--- src/rtl/rs_gf_pkg.sv ---
// GF(2^5) constants, helpers and sequencer state encoding shared by the syndrome block.
package rs_gf_pkg;

  localparam int unsigned GF_W = 5;
  localparam int unsigned GF_N = 31;

  // x^5 + x^2 + 1
  localparam logic [GF_W:0] PRIM_POLY = 6'b100101;

  // alpha^k, bit i = coefficient of x^i
  localparam logic [GF_W-1:0] ALPHA_POW [0:GF_N-1] = '{
    5'd1,  5'd2,  5'd4,  5'd8,  5'd16, 5'd5,  5'd10, 5'd20,
    5'd13, 5'd26, 5'd17, 5'd7,  5'd14, 5'd28, 5'd29, 5'd31,
    5'd27, 5'd19, 5'd3,  5'd6,  5'd12, 5'd24, 5'd21, 5'd15,
    5'd30, 5'd25, 5'd23, 5'd11, 5'd22, 5'd9,  5'd18
  };

  typedef logic [GF_W-1:0] gf_elem_t;

  typedef enum logic [1:0] {
    ACCEPT = 2'd0,
    UPDATE = 2'd1,
    DONE   = 2'd2
  } synd_state_e;

  // Shift-and-add multiply with on-the-fly reduction by PRIM_POLY
  function automatic gf_elem_t gf_mul(input gf_elem_t a, input gf_elem_t b);
    gf_elem_t acc;
    gf_elem_t sh;
    acc = '0;
    sh  = a;
    for (int i = 0; i < int'(GF_W); i++) begin
      if (b[i]) acc = acc ^ sh;
      if (sh[GF_W-1]) sh = {sh[GF_W-2:0], 1'b0} ^ PRIM_POLY[GF_W-1:0];
      else            sh = {sh[GF_W-2:0], 1'b0};
    end
    return acc;
  endfunction

endpackage

--- src/rtl/rs_syndrome_ctrl_if.sv ---
// Symbol-in / syndrome-out handshake bundle for rs_syndrome_ctrl.
interface rs_syndrome_ctrl_if #(
  parameter int unsigned T = 2
);
  import rs_gf_pkg::*;

  logic                    in_valid;
  logic                    in_ready;
  gf_elem_t                in_sym;
  logic                    synd_valid;
  logic                    synd_ack;
  logic [2*T*GF_W-1:0]     synd_out;
  logic                    zero_synd;
  logic                    busy;

  // Producer/consumer side of the block
  modport master (
    output in_valid, in_sym, synd_ack,
    input  in_ready, synd_valid, synd_out, zero_synd, busy
  );

  // The syndrome sequencer itself
  modport slave (
    input  in_valid, in_sym, synd_ack,
    output in_ready, synd_valid, synd_out, zero_synd, busy
  );

endinterface

--- src/rtl/gfadder.sv ---
// Combinational GF(2^5) adder (bitwise XOR).
module gfadder
  import rs_gf_pkg::*;
(
  input  gf_elem_t a,
  input  gf_elem_t b,
  output gf_elem_t sum_c
);

  assign sum_c = a ^ b;

endmodule

--- src/rtl/lcpmult.sv ---
// Combinational GF(2^5) multiplier shared by all syndrome lanes.
module lcpmult
  import rs_gf_pkg::*;
(
  input  gf_elem_t a,
  input  gf_elem_t b,
  output gf_elem_t prod_c
);

  assign prod_c = gf_mul(a, b);

endmodule

--- src/rtl/rs_synd_bank.sv ---
// 2T x 5-bit syndrome register file: single selected write, bulk clear, flat read.
module rs_synd_bank
  import rs_gf_pkg::*;
#(
  parameter int unsigned N     = 4,
  parameter int unsigned SEL_W = 2
)(
  input  logic               clock,
  input  logic               reset,
  input  logic               clr,
  input  logic               we,
  input  logic [SEL_W-1:0]   sel,
  input  gf_elem_t           wdata,
  output logic [N*GF_W-1:0]  rd_flat
);

  gf_elem_t regs [N];

  // Storage: clear wins over write; only the selected lane is written
  always_ff @(posedge clock) begin
    if (reset || clr) begin
      for (int k = 0; k < int'(N); k++) regs[k] <= '0;
    end else if (we) begin
      regs[sel] <= wdata;
    end
  end

  // Flatten lanes, S1 in the low bits
  always_comb begin
    rd_flat = '0;
    for (int k = 0; k < int'(N); k++) rd_flat[k*GF_W +: GF_W] = regs[k];
  end

endmodule

--- src/rtl/rs_syndrome_ctrl.sv ---
// Horner-rule syndrome sequencer: one shared multiplier/adder walks all 2T lanes per symbol.
module rs_syndrome_ctrl
  import rs_gf_pkg::*;
#(
  parameter int unsigned T    = 2,
  parameter int unsigned NSYM = 31
)(
  input  logic               clock,
  input  logic               reset,
  rs_syndrome_ctrl_if.slave  bus
);

  localparam int unsigned NS    = 2 * T;
  localparam int unsigned J_W   = (NS > 1) ? $clog2(NS) : 1;
  localparam int unsigned CNT_W = $clog2(NSYM);
  localparam logic [J_W-1:0]   J_LAST   = J_W'(NS - 1);
  localparam logic [CNT_W-1:0] CNT_LAST = CNT_W'(NSYM - 1);

  synd_state_e           state, state_next;
  gf_elem_t              sym_reg;
  logic [J_W-1:0]        j, j_d;
  logic [CNT_W-1:0]      sym_cnt, sym_cnt_d;
  logic                  synd_valid_q, zero_synd_q, busy_q;
  logic [NS*GF_W-1:0]    synd_flat;

  logic                  in_ready_c;
  logic                  accept_c, bank_we_c, bank_clr_c, last_j_c, enter_done_c;
  logic                  zero_next_c;
  gf_elem_t              synd_sel_c, alpha_sel_c, mult_c, add_c;

  assign in_ready_c = (state == ACCEPT) && !reset;

  // State register
  always_ff @(posedge clock) begin
    if (reset) state <= ACCEPT;
    else       state <= state_next;
  end

  // Next-state: one accept cycle, 2T update cycles, then wait for ack after the last symbol
  always_comb begin
    state_next = state;
    unique case (state)
      ACCEPT: if (bus.in_valid) state_next = UPDATE;
      UPDATE: if (j == J_LAST) state_next = (sym_cnt == CNT_LAST) ? DONE : ACCEPT;
      DONE:   if (bus.synd_ack) state_next = ACCEPT;
      default: state_next = ACCEPT;
    endcase
  end

  // Control decode and counter next values
  always_comb begin
    accept_c     = in_ready_c && bus.in_valid;
    bank_we_c    = (state == UPDATE);
    last_j_c     = (state == UPDATE) && (j == J_LAST);
    enter_done_c = last_j_c && (sym_cnt == CNT_LAST);
    bank_clr_c   = (state == DONE) && bus.synd_ack;

    j_d = j;
    if (accept_c)       j_d = '0;
    else if (last_j_c)  j_d = '0;
    else if (bank_we_c) j_d = J_W'(j + 1'b1);

    sym_cnt_d = sym_cnt;
    if (last_j_c) sym_cnt_d = (sym_cnt == CNT_LAST) ? '0 : CNT_W'(sym_cnt + 1'b1);
  end

  // Operand select for the shared datapath and the look-ahead zero test for DONE entry
  always_comb begin
    gf_elem_t acc;
    synd_sel_c  = synd_flat[int'(j)*GF_W +: GF_W];
    alpha_sel_c = ALPHA_POW[int'(j) + 1];
    acc = add_c;
    for (int k = 0; k < int'(NS); k++) begin
      if (k != int'(j)) acc = acc | synd_flat[k*GF_W +: GF_W];
    end
    zero_next_c = (acc == '0);
  end

  // Sequencer registers and registered status outputs
  always_ff @(posedge clock) begin
    if (reset) begin
      sym_reg      <= '0;
      j            <= '0;
      sym_cnt      <= '0;
      synd_valid_q <= 1'b0;
      zero_synd_q  <= 1'b0;
      busy_q       <= 1'b0;
    end else begin
      if (accept_c) sym_reg <= bus.in_sym;
      j       <= j_d;
      sym_cnt <= sym_cnt_d;
      if (enter_done_c) begin
        synd_valid_q <= 1'b1;
        zero_synd_q  <= zero_next_c;
      end else if (bank_clr_c) begin
        synd_valid_q <= 1'b0;
        zero_synd_q  <= 1'b0;
      end
      busy_q <= (state_next != ACCEPT) || (sym_cnt_d != '0);
    end
  end

  lcpmult u_mult (
    .a      (synd_sel_c),
    .b      (alpha_sel_c),
    .prod_c (mult_c)
  );

  gfadder u_add (
    .a     (mult_c),
    .b     (sym_reg),
    .sum_c (add_c)
  );

  rs_synd_bank #(
    .N     (NS),
    .SEL_W (J_W)
  ) u_bank (
    .clock   (clock),
    .reset   (reset),
    .clr     (bank_clr_c),
    .we      (bank_we_c),
    .sel     (j),
    .wdata   (add_c),
    .rd_flat (synd_flat)
  );

  assign bus.in_ready   = in_ready_c;
  assign bus.synd_valid = synd_valid_q;
  assign bus.synd_out   = synd_flat;
  assign bus.zero_synd  = zero_synd_q;
  assign bus.busy       = busy_q;

endmodule

--- src/flat_wrapper.sv ---
// flat-port wrapper written by rule: the top's interface ports become plain ports
module rs_syndrome_ctrl_flat import rs_gf_pkg::*;
#(
  parameter int unsigned T    = 2,
  parameter int unsigned NSYM = 31
)
  (clock, reset, bus_in_valid, bus_in_sym, bus_synd_ack, bus_in_ready, bus_synd_valid, bus_synd_out, bus_zero_synd, bus_busy);
  rs_syndrome_ctrl_if #(.T(T)) bus_i ();
  input  logic clock;
  input  logic reset;
  input wire logic [$bits(bus_i.in_valid)-1:0] bus_in_valid;
  input wire logic [$bits(bus_i.in_sym)-1:0] bus_in_sym;
  input wire logic [$bits(bus_i.synd_ack)-1:0] bus_synd_ack;
  output wire logic [$bits(bus_i.in_ready)-1:0] bus_in_ready;
  output wire logic [$bits(bus_i.synd_valid)-1:0] bus_synd_valid;
  output wire logic [$bits(bus_i.synd_out)-1:0] bus_synd_out;
  output wire logic [$bits(bus_i.zero_synd)-1:0] bus_zero_synd;
  output wire logic [$bits(bus_i.busy)-1:0] bus_busy;
  assign bus_i.in_valid = bus_in_valid;
  assign bus_i.in_sym = bus_in_sym;
  assign bus_i.synd_ack = bus_synd_ack;
  assign bus_in_ready = bus_i.in_ready;
  assign bus_synd_valid = bus_i.synd_valid;
  assign bus_synd_out = bus_i.synd_out;
  assign bus_zero_synd = bus_i.zero_synd;
  assign bus_busy = bus_i.busy;
  rs_syndrome_ctrl #(.T(T), .NSYM(NSYM)) u_core (.clock(clock), .reset(reset), .bus(bus_i));
endmodule
--- config.mk ---
export PLATFORM = sky130hd
export DESIGN_NAME = rs_syndrome_ctrl_flat
export DESIGN_NICKNAME = d
export VERILOG_FILES = /design/src/rtl/rs_gf_pkg.sv /design/src/rtl/rs_syndrome_ctrl_if.sv /design/src/rtl/gfadder.sv /design/src/rtl/lcpmult.sv /design/src/rtl/rs_synd_bank.sv /design/src/rtl/rs_syndrome_ctrl.sv /design/src/flat_wrapper.sv
export SDC_FILE = /design/constraint.sdc
export NUM_CORES = 1
export LEC_CHECK = 0
export ABC_CLOCK_PERIOD_IN_PS = 2900
export CELL_PAD_IN_SITES_DETAIL_PLACEMENT = 0
export CELL_PAD_IN_SITES_GLOBAL_PLACEMENT = 2
export CORE_ASPECT_RATIO = 0.8
export CORE_MARGIN = 2
export CORE_UTILIZATION = 25
export CTS_BUF_LIST = sky130_fd_sc_hd__clkbuf_4 sky130_fd_sc_hd__clkbuf_8
export DETAILED_ROUTE_END_ITERATION = 6
export PLACE_DENSITY = 0.62
export SYNTH_ARGS = -nofsm -noshare
export SYNTH_HDL_FRONTEND = slang
export SYNTH_SLANG_ARGS = --single-unit
--- constraint.sdc ---
create_clock -name clock -period 2.9 [get_ports clock]
set_input_delay 0.58 -clock clock [delete_from_list [all_inputs] [get_ports clock]]
set_output_delay 0.58 -clock clock [all_outputs]
set_load 0.01 [all_outputs]
==> summary.txt <==
clock tree from TritonCTS: yes
wire length of the first global-routing pass: 10100 um
highest ir drop seen on vdd: 0.000167 V
most frequent cell on the critical path: xor2_1
pin count of the biggest net entering global routing: 16
Max stage delay on crit path: 0.57 ns
clock buffer depth: 2
I/O pins: 33
floorplan die height: 89.2 um
Clock Latency Late Sink: 0.29 ns
top cell type by total area after synthesis: edfxtp_1
number of gates resized after CTS: 0
Fin. Hold Viols: 0
met3 Track Usage GR: 1.69%
post-route ant nets: 0
Ant. Diodes: 0
number of hold buffers added after CTS: 0
Detailed Routing Iterations Pass 1: 4
wire length reported by the detailed router: 6140 um
Post-Syn Area per Cell: 9.30 um2
Total Nets Final: 301
shortest clock period the worst path allows after layout: 2.61 ns
count of flip-flops with a built-in enable after synthesis: 20
setup_tns: 0 ns
number of warning messages in the yosys log: 0
max_slew headroom: 49.0%
post-route total power: 0.00131 W
flops & latches, synth: 37
cell types occupying the most area after synthesis: edfxtp_1 (26%), dfxtp_1 (15%), nand2_1 (7.1%), nor2_1 (6.3%), xnor2_1 (6.2%)
post-synthesis cell area: 0.00227 mm2
setup violators final: 0
leakage power: 1.02 nW
area of the die: 0.00986 mm2
Initial Utilization: 25.4%
most used standard cells in the synthesized netlist: nand2_1 (43), nor2_1 (38), edfxtp_1 (20)
library cells used by synthesis: 43
class of the most critical hold timing path: register to register
Max Cap Viol: 0
number of levels in the clock H-tree: 2
top flip-flop cell by instance count after synthesis: edfxtp_1
number of instances in the synthesized netlist: 244
proportion of layout cells with a drive suffix above 1: 12.0%
share of async-settable or async-resettable flops after synthesis: 0%
per-cell routed wire length: 15.4 um
global route overflow: 0
Worst EP arrival: 2.65 ns
setup skew after layout: 0.00420 ns
slowest cell on the critical path: dfxtp_1
number of pins exceeding their max-slew limit in the final report: 0
core region area: 0.00892 mm2
Fillers: 942
Detailed Route Iter0 Violations: 80
flip-flop count of the largest register after layout: 20
number of CTS-inserted buffers: 5
data required time of the critical path: 2.94 ns
most frequent cell after synthesis: nand2_1
CP Class: register to register
Critical Path, Cell by Cell: buf_4, mux4_2, xor2_1, nand2_1, xor2_1, xnor2_1, xnor2_2, nor2_1
post-synth net total: 263
maximum operating frequency: 383 MHz
area share of the largest cell type after synthesis: 26.5%
setup repair after global routing missed its margin: false
actual slew at the worst max-slew pin: 0.759 ns
initial antenna violation count: 0
number of placement rows: 31
met1 usage: 19.5%
register clock-pin slew on the reported worst setup and hold paths: 0.08 ns
growth of design area from synthesis to finish: 25.6%
die extent in x: 111 um
detailed-placement wirelength estimate: 4780 um
pwr dens: 458 mW/mm2
post-CTS setup buffer count: 0
overall global routing resource usage: 13.1%
Max FO, Critical Path: 11
run status: finished clean
crit path capture type: register
crit path setup slack, layout: 0.288 ns
weighted congestion at the end of routability-driven global placement: 0.762
number of global-route vias before repair: 1806
final worst-path cycle share: 90.1%
post-place setup slack: 0.277 ns
Most Crowded Layer GR: met2
detail-routed via count per cell: 4.55
CTS root buffer: clkbuf_8
global-route met2 utilization: 19.8%
launching element type of the critical path: register
routed vias: 1811
number of buffers inserted by port buffering: 32
DRC errors left: 0
Sinks on Clock Net: 37
portion of the post-synthesis area used by sequential elements: 41.5%
[cell families after synthesis]
group           Yosys count  synth area share (%)
mux                       7                  6.62
compound gates           31                  8.00
flops                    37                  41.5
fa+ha+maj                10                  5.52
simple gates            109                  21.5
buf+inv                  19                  3.97
xor+xnor                 31                  13.0
[routing by layer]
layer / vias up / wire (um)
li1: 905 / -
met1: 876 / 3260
met2: 23 / 2680
met3: 7 / 116
met4: 0 / 84
met5: - / 0
[metrics by stage]
stage | area [um2] | util (%) | std cells | hold slack (ns)
floorplan | 2270 | - | 244 | 0.448
global placement | 2760 | 30.9 | 390 | 0.455
detailed placement | 2760 | 30.9 | 390 | 0.449
CTS | 2850 | 31.9 | 398 | 0.476
global route | 2850 | 31.9 | 398 | 0.510
finish | 2850 | 31.9 | 398 | 0.471
[final cells by class]
cell class	instances	area, um2	area share [%]
Inverter	6	22.5	0.791
Sequential cell	37	941	33.0
Timing Repair Buffer	44	410	14.4
Tap cell	115	144	5.05
Clock inverter	3	25.0	0.878
Multi-Input combinational cell	188	1240	43.4
Clock buffer	5	68.8	2.42
[power by group]
| group | internal (W) | switching [W] |
|---|---|---|
| registers | 0.000578 | 0.0000230 |
| clock network | 0.000174 | 0.000214 |
| logic | 0.000143 | 0.000173 |
[path summary, 6_finish.rpt]
path	to	from	slack (ns)	cells after the start
setup / recovery	u_core.u_bank.regs[1][3]$_SDFFCE_PN0P_	u_core.j[1]$_SDFFE_PP0P_	0.29	8
hold / removal	u_core.sym_reg[0]$_SDFFE_PP0P_	u_core.sym_reg[0]$_SDFFE_PP0P_	0.47	2
setup reg to reg	u_core.u_bank.regs[1][3]$_SDFFCE_PN0P_	u_core.j[1]$_SDFFE_PP0P_	0.29	8
hold reg to reg	u_core.sym_reg[0]$_SDFFE_PP0P_	u_core.sym_reg[0]$_SDFFE_PP0P_	0.47	2
[placed cells by master (no fill, tap or decap), types with 2 or more instances in the layout]
cell type	synthesis	layout
clkbuf_8	0	5
or3_2	2	2
xor2_2	2	2
nand3_1	2	2
mux4_2	5	5
a31oi_1	2	2
xnor2_1	16	16
nand2_1	43	43
a21oi_1	12	12
o2111ai_1	2	2
and4_1	2	2
inv_1	6	6
or3_1	2	2
and2_1	2	2
o21ai_0	8	8
or2_2	2	2
nor3_1	3	3
clkdlybuf4s50_1	0	32
or4_1	2	2
buf_4	0	12
nor2b_1	4	4
ha_1	10	10
xor2_1	12	12
dfxtp_1	17	17
nor2_1	38	38
edfxtp_1	20	20
[critical path: cells and delay by family, from the launching register on]
| kind | cells | cell delay, ns |
|---|---|---|
| flops | 1 | 0.57 |
| simple gates | 2 | 0.19 |
| mux | 1 | 0.44 |
| xor+xnor | 4 | 0.93 |
| buf+inv | 1 | 0.21 |
No activity file was read; power rests on OpenSTA's default activity.
